### config.mk
export PLATFORM = sky130hd
export DESIGN_NAME = board_mem_arbiter
export DESIGN_NICKNAME = d
export VERILOG_FILES = /design/src/rtl/board_mem_arbiter.sv
export SDC_FILE = /design/constraint.sdc
export NUM_CORES = 1
export LEC_CHECK = 0
export CORE_UTILIZATION = 29
export CTS_CLUSTER_DIAMETER = 40
export DETAILED_ROUTE_END_ITERATION = 10
export GPL_ROUTABILITY_DRIVEN = 0
export GPL_TIMING_DRIVEN = 0
export PLACE_DENSITY = 0.82
export SETUP_SLACK_MARGIN = 0.15
export SLEW_MARGIN = 20
export SYNTH_ARGS = -nofsm -noshare
export SYNTH_HDL_FRONTEND = slang
export SYNTH_SLANG_ARGS = --single-unit
### constraint.sdc
create_clock -name CLK -period 2 [get_ports CLK]
set_input_delay 0.3 -clock CLK [delete_from_list [all_inputs] [get_ports CLK]]
set_output_delay 0.3 -clock CLK [all_outputs]
set_load 0.01 [all_outputs]
### src/rtl/board_mem_arbiter.sv
// Single-port board RAM arbiter: cpu data port (fixed priority with a starvation guard),
// video scanner and keypad writer (round-robin between themselves). 1-cycle RAM read latency.
module board_mem_arbiter #(
  parameter int AW           = 8,
  parameter int DW           = 8,
  parameter int STARVE_LIMIT = 4
) (
  input  logic          CLK,
  input  logic          RESET,
  input  logic          CPU_REQ,
  input  logic          CPU_WE,
  input  logic [AW-1:0] CPU_ADDR,
  input  logic [DW-1:0] CPU_WDATA,
  output logic [DW-1:0] CPU_RDATA,
  output logic          CPU_STALL,
  input  logic          VID_REQ,
  input  logic [AW-1:0] VID_ADDR,
  output logic          VID_GNT,
  output logic          VID_VALID,
  output logic [DW-1:0] VID_RDATA,
  input  logic          KEY_REQ,
  input  logic          KEY_WE,
  input  logic [AW-1:0] KEY_ADDR,
  input  logic [DW-1:0] KEY_WDATA,
  output logic          KEY_GNT,
  output logic          KEY_VALID,
  output logic [DW-1:0] KEY_RDATA,
  output logic [AW-1:0] RAM_ADDR,
  output logic [DW-1:0] RAM_WDATA,
  output logic          RAM_WE,
  input  logic [DW-1:0] RAM_RDATA
);

  localparam int CW = $clog2(STARVE_LIMIT + 1);

  typedef enum logic {C_IDLE, C_RDWAIT} cpuState_t;
  typedef enum logic [1:0] {TAG_NONE, TAG_CPU, TAG_VID, TAG_KEY} retTag_t;
  typedef enum logic {RR_VID, RR_KEY} rrPtr_t;

  cpuState_t      state, stateNext;
  retTag_t        retTag, retTagNext;
  rrPtr_t         rrPtr, rrPtrNext;
  logic [CW-1:0]  starveCnt, starveCntNext;
  logic           starveMask;
  logic           cpuElig;
  logic           cpuGnt, vidGnt, keyGnt;

  assign starveMask = (starveCnt == CW'(STARVE_LIMIT));

  always_ff @(posedge CLK) begin
    if (RESET) begin
      state     <= C_IDLE;
      retTag    <= TAG_NONE;
      rrPtr     <= RR_VID;
      starveCnt <= '0;
    end else begin
      state     <= stateNext;
      retTag    <= retTagNext;
      rrPtr     <= rrPtrNext;
      starveCnt <= starveCntNext;
    end
  end

  // Everything is forced to its idle value while RESET is high, including returns in flight.
  always_comb begin
    cpuElig       = 1'b0;
    cpuGnt        = 1'b0;
    vidGnt        = 1'b0;
    keyGnt        = 1'b0;
    RAM_ADDR      = '0;
    RAM_WDATA     = '0;
    RAM_WE        = 1'b0;
    CPU_STALL     = 1'b0;
    CPU_RDATA     = '0;
    VID_GNT       = 1'b0;
    VID_VALID     = 1'b0;
    VID_RDATA     = '0;
    KEY_GNT       = 1'b0;
    KEY_VALID     = 1'b0;
    KEY_RDATA     = '0;
    stateNext     = C_IDLE;
    retTagNext    = TAG_NONE;
    rrPtrNext     = rrPtr;
    starveCntNext = starveCnt;

    if (!RESET) begin
      cpuElig = CPU_REQ && (state == C_IDLE) && !starveMask;

      if (cpuElig) begin
        cpuGnt = 1'b1;
      end else if (VID_REQ && (!KEY_REQ || rrPtr == RR_VID)) begin
        vidGnt = 1'b1;
      end else if (KEY_REQ) begin
        keyGnt = 1'b1;
      end

      if (cpuGnt) begin
        RAM_ADDR  = CPU_ADDR;
        RAM_WE    = CPU_WE;
        RAM_WDATA = CPU_WE ? CPU_WDATA : '0;
      end else if (vidGnt) begin
        RAM_ADDR  = VID_ADDR;
      end else if (keyGnt) begin
        RAM_ADDR  = KEY_ADDR;
        RAM_WE    = KEY_WE;
        RAM_WDATA = KEY_WE ? KEY_WDATA : '0;
      end

      VID_GNT   = vidGnt;
      KEY_GNT   = keyGnt;
      CPU_STALL = CPU_REQ && (state == C_IDLE) && !(cpuGnt && CPU_WE);

      // The tag says whose read was issued last cycle, so only that port sees RAM_RDATA.
      case (retTag)
        TAG_CPU: CPU_RDATA = RAM_RDATA;
        TAG_VID: begin
          VID_VALID = 1'b1;
          VID_RDATA = RAM_RDATA;
        end
        TAG_KEY: begin
          KEY_VALID = 1'b1;
          KEY_RDATA = RAM_RDATA;
        end
        default: ;
      endcase

      if (cpuGnt && !CPU_WE) begin
        stateNext  = C_RDWAIT;
        retTagNext = TAG_CPU;
      end else if (vidGnt) begin
        retTagNext = TAG_VID;
      end else if (keyGnt && !KEY_WE) begin
        retTagNext = TAG_KEY;
      end

      if (vidGnt || keyGnt) begin
        rrPtrNext = (rrPtr == RR_VID) ? RR_KEY : RR_VID;
      end

      if (vidGnt || keyGnt || !(VID_REQ || KEY_REQ)) begin
        starveCntNext = '0;
      end else if (cpuGnt) begin
        starveCntNext = starveCnt + CW'(1);
      end
    end
  end

endmodule

Word level (Yosys, flattened, before mapping):

Index checks and enable logic that the tools add are counted.

* flip-flop bits (word level): 7
* input bits: 55
* word-level logic and storage cells: 72

* $add $sub $neg: 1
* equality and inequality tests: 4
* mux-type cells: 41
* bitwise operators: 2
* reduce and logical (&&, ||, !) cells: 19

Operator list (count)
* two-way mux 8 bit: 16
* two-way mux 1 bit: 23
* logical AND 1 bit: 7
* zero test 1 bit: 6
* equality test 2 bit (second input constant): 2
* logical OR 1 bit: 4
* two-way mux 2 bit: 2
* OR reduction 2 bit: 2
* adder 3 x 1 -> 3 bit (second input constant): 1
* equality test 3 bit (second input constant): 1
* equality test 2 x 1 -> 1 bit (second input constant): 1
* NOT 1 bit: 2

Logic depth before layout (Yosys ltp):

Gate-level depths: netlist of run 1.

* depth after elaboration: 10
* mapped depth: 6
* gate-level depth less buffers: 5

Worst setup path after synthesis of run 1:

Ideal clock, no wire load.

* path kind: register -> output
* start point: register starveCnt[0]
* end point: output port RAM_ADDR[5]
* arrival: 1339 ps
* data required time: 1700 ps
* setup slack: 361 ps
* cell stages (with the launch flop): 7
* buffers on the path: 1
* cells stage by stage: dfxtp_1 > inv_1 > ha_1 > nand2_1 > nand2_2 > buf_4 > a211oi_1

* word-level cells in the longest chain between the ends: 9

RTL lines
* start, declared: RTL line 43 `logic [CW-1:0] starveCnt, starveCntNext;`
* start signal, assigned: RTL line 60 `starveCnt <= starveCntNext;`
* equality test 3 bit (*): RTL line 48 `assign starveMask = (starveCnt == CW'(STARVE_LIMIT));`
* zero test 1 bit (*): RTL line 87 `cpuElig = CPU_REQ && (state == C_IDLE) && !starveMask;`
* logical AND 1 bit (*): RTL line 87
* two-way mux 1 bit: RTL line 89 `if (cpuElig) begin`
* two-way mux 1 bit: RTL line 86 `if (!RESET) begin`
* two-way mux 8 bit: RTL line 103 `end else if (keyGnt) begin`
* two-way mux 8 bit: RTL line 101 `end else if (vidGnt) begin`
* two-way mux 8 bit (*): RTL line 97 `if (cpuGnt) begin`
* two-way mux 8 bit (*): RTL line 86
* end, declared: RTL line 28 `output logic [AW-1:0] RAM_ADDR,`

Mark *: on every way between the ends. The rest lies on a longest branch, timed or not. The select of a mux whose other input is x is not followed.

Worst setup path after layout of run 1:

* start point: register starveCnt[0]
* end point: output port RAM_WDATA[5]

* word-level cells in the longest chain between the ends: 9

RTL lines
* equality test 3 bit (*): RTL line 48
* zero test 1 bit (*): RTL line 87
* logical AND 1 bit (*): RTL line 87
* two-way mux 1 bit: RTL line 89
* two-way mux 1 bit: RTL line 86
* two-way mux 8 bit: RTL line 103
* two-way mux 8 bit: RTL line 101
* two-way mux 8 bit (*): RTL line 97
* two-way mux 8 bit (*): RTL line 86
* end, declared: RTL line 29 `output logic [DW-1:0] RAM_WDATA,`

Marks and branches as above.

==> results of run 1 <==
## cells by family after synthesis
group                      count (synthesis)  share of synthesized area [%]
AOI/OAI and AO/OA                         32                           28.9
adders and majority gates                  2                           2.63
buffers and inverters                     20                           10.3
DFF                                        7                           14.7
muxes                                      2                           2.24
and+or+nand+nor                           67                           41.2
## stage by stage
step	cells	power, W	area, sq um	hold slack (ns)
after floorplan	130	0.000282	951	0.377
after global placement	274	0.000476	2010	0.517
after detailed placement	274	0.000480	2010	0.534
after CTS	293	0.000631	2210	0.592
after global routing	297	0.000703	2340	0.628
final	297	0.000678	2340	0.596
## per-layer routing
layer	up-vias	track usage [%]	wire, um
li1	723	-	-
met1	692	28.4	1800
met2	102	43.5	2270
met3	16	3.28	353
met4	0	10.5	121
met5	-	0	0
## layout by cell type (no fill, tap or decap), types with 2 or more instances in the layout
master            n
clkbuf_4          4
nor3_4            6
a211oi_1          2
clkdlybuf4s50_1  51
a21oi_1           3
nor3b_4           2
inv_1             8
o32ai_2           6
buf_4            16
dfxtp_1           2
buf_6             6
inv_2             2
dlymetal6s2s_1    2
dfxtp_2           5
nand2_1           9
nor2b_1           2
clkbuf_2          4
a32oi_1           8
nor3_1            6
dlygate4sd2_1    22
and3_1            2
a211oi_2          7
and2_1           24
nor2_1            3
buf_2            23
## worst max-delay path, stage by stage, from the launching register on
cell and delay (ns):
dfxtp_2 0.32, inv_2 0.07, ha_4 0.14, and2_4 0.20
o2111ai_4 0.13, buf_6 0.18, o32ai_4 0.20, buf_2 0.17
## sequential cells by signal, indices dropped and copies added, names as in the netlist
register / flops
retTag: 2
state: 1
rrPtr: 1
starveCnt: 3
## how the worst max path moves through the flow
stage               slack (ns)            to
floorplan                 0.36   RAM_ADDR[5]
global placement         -0.47   RAM_ADDR[1]
detailed placement       -0.50   RAM_ADDR[5]
CTS                       0.07  RAM_WDATA[3]
global route             -0.02  RAM_WDATA[5]
finish                    0.03  RAM_WDATA[5]
## power breakdown
group          total [W]  switching (W)  leakage (nW)  internal [W]
combinational   0.000386       0.000170          1.02      0.000216
clock           0.000135      0.0000582        0.0150     0.0000766
sequential      0.000157     0.00000875        0.0593      0.000148
## layout make-up
| cell class | instances | area share, % |
|---|---|---|
| timing repair buffer | 119 | 44.0 |
| buffer | 10 | 4.33 |
| clock buffer | 4 | 1.12 |
| multi-input combinational | 103 | 40.3 |
| tap | 44 | 2.35 |
| sequential | 7 | 6.26 |
| inverter | 10 | 1.61 |
## cell usage after synthesis (all sizes together), types with 3 or more instances
library cell  count
and2             25
nor3             12
nand2            11
inv              10
a211oi            9
a32oi             8
buf               8
o32ai             8
dfxtp             7
a21oi             4
nor2              4
nor2b             3
nor3b             3
## timing repair
item	CTS	global route
pin swaps	6	7
endpoints found under the setup margin	46	29
cloned	2	0
buffers inserted	13	4
gates resized for setup	159	32
==> results.yml, run 1 <==
synthesis:
  synth_seq_cells: 7
  syn_area_sq_um: 951
  ys.flop_type: "dfxtp_1"
  synth_top_area_cell: "and2_1"
  yosysTopAreaCellShare_pct: 15.8
  seq_area_frac_synth_pct: 14.7
  yosysWarningCount: 0
  synthCells: 130
  synth-edff-count: 0
  synth.avg_cell_area_sq_um: 7.31
  ys_types: 33
  syn_nets: 187
  synthTopCellsByArea: "and2_1 16%, dfxtp_1 15%, a32oi_1 7.4%"
  async_reset_ff_share_pct: 0
critical_path:
  worst_ep_required_time_ns: 1.70
  worst_setup_path_start_kind: "register"
  path_max_fanout: 8
  worstSetupEndpointType: "primary output"
  cp-startpoint: "starveCnt[0]"
  r2r-end: "retTag[0]"
  rr_worst_depth: 8
  worstReg2RegStart: "starveCnt[0]"
  rrSetupSlack_ns: 0.47
  path_class: "reg2out"
  cp.arrival_ns: 1.67
floorplanning:
  initial_utilization_pct: 30.9
  dieArea_sq_um: 3510
  core_area_sq_um: 3080
  row_count: 20
  ios: 101
  die_w_um: 59.3
  die_h_um: 59.3
route:
  routedWlPerCell_um: 15.3
  routed_wl_um: 4540
  postRouteAntennaNets: 0
  drt_iter0_markers: 76
  viasPerCell: 5.16
  dr.pass1.iters: 4
  vias: 1533
  drc: 0
clocking:
  cts_made_buffers: 3
  clk_pin_slew_ns: 0.06
  clock_latency_ns: 0.26
  cts_tree: "built"
  cts_hold_buf: 0
  root_buffer: "clkbuf_4"
  htreeDepth: 1
  cts.sinks: 7
  ctsLongestPathBuffers: 2
sta:
  slew_headroom_pct: 78.4
  tightest_slew_ns: 0.324
  final_hold_viol_count: 0
  worst_slack_ns: 0.0263
  finalSetupViolCount: 0
  fin_crit_ns: 1.97
  timing.fmax_ghz: 0.507
  final.setup_skew_ns: 0.00889
  setup_tns_ns: 0
  rsz0062_at_grt: "yes"
  slew_violations: 0
  finalCritPeriodShare_pct: 98.7
global_route:
  grt_first_pass_wirelength_um: 6440
  grt_usage_pct: 24.2
  grt_pass1_vias: 1406
  antenna_found_initial: 0
  grt_max_degree: 11
  grt_overflow: 0
placed_design:
  io_buffers: 100
  hpwl_um: 2810
  dp_slack_ns: -0.501
flow_run:
  cap_violations: 0
finish:
  drive_gt1_share_pct: 38.7
  antennaDiodeCount: 0
  fillers: 250
  fin_nets: 311
  fin_util_pct: 76.0
  multiInputGateArea_sq_um: 942
  syn_to_final_growth_pct: 146
  register_area_sq_um: 146
pwr:
  power.leakage_nw: 1.09
  ir_drop_v: 0.000230
  cellPowerDensity_nw_per_um2: 290
min_path:
  hold_start: "starveCnt[2]"
  hold_depth: 2
  hold-path-endpoint: "starveCnt[2]"
  hold_path_class: "reg2reg"
run_status:
  status: "completed"
Power figures use the tool's default switching activity.
==> run 2: changes to the inputs <==
Settings changed: CAP_MARGIN set to 10, HOLD_SLACK_MARGIN set to 0.08.
==> results of run 2 <==
The final DEF is identical to that of run 1; final timing and power are the same.
==> run 3: changes to the inputs <==
Settings changed: CAP_MARGIN 10 to 0.
==> results of run 3 <==
The final DEF is identical to that of run 1; final timing and power are the same.
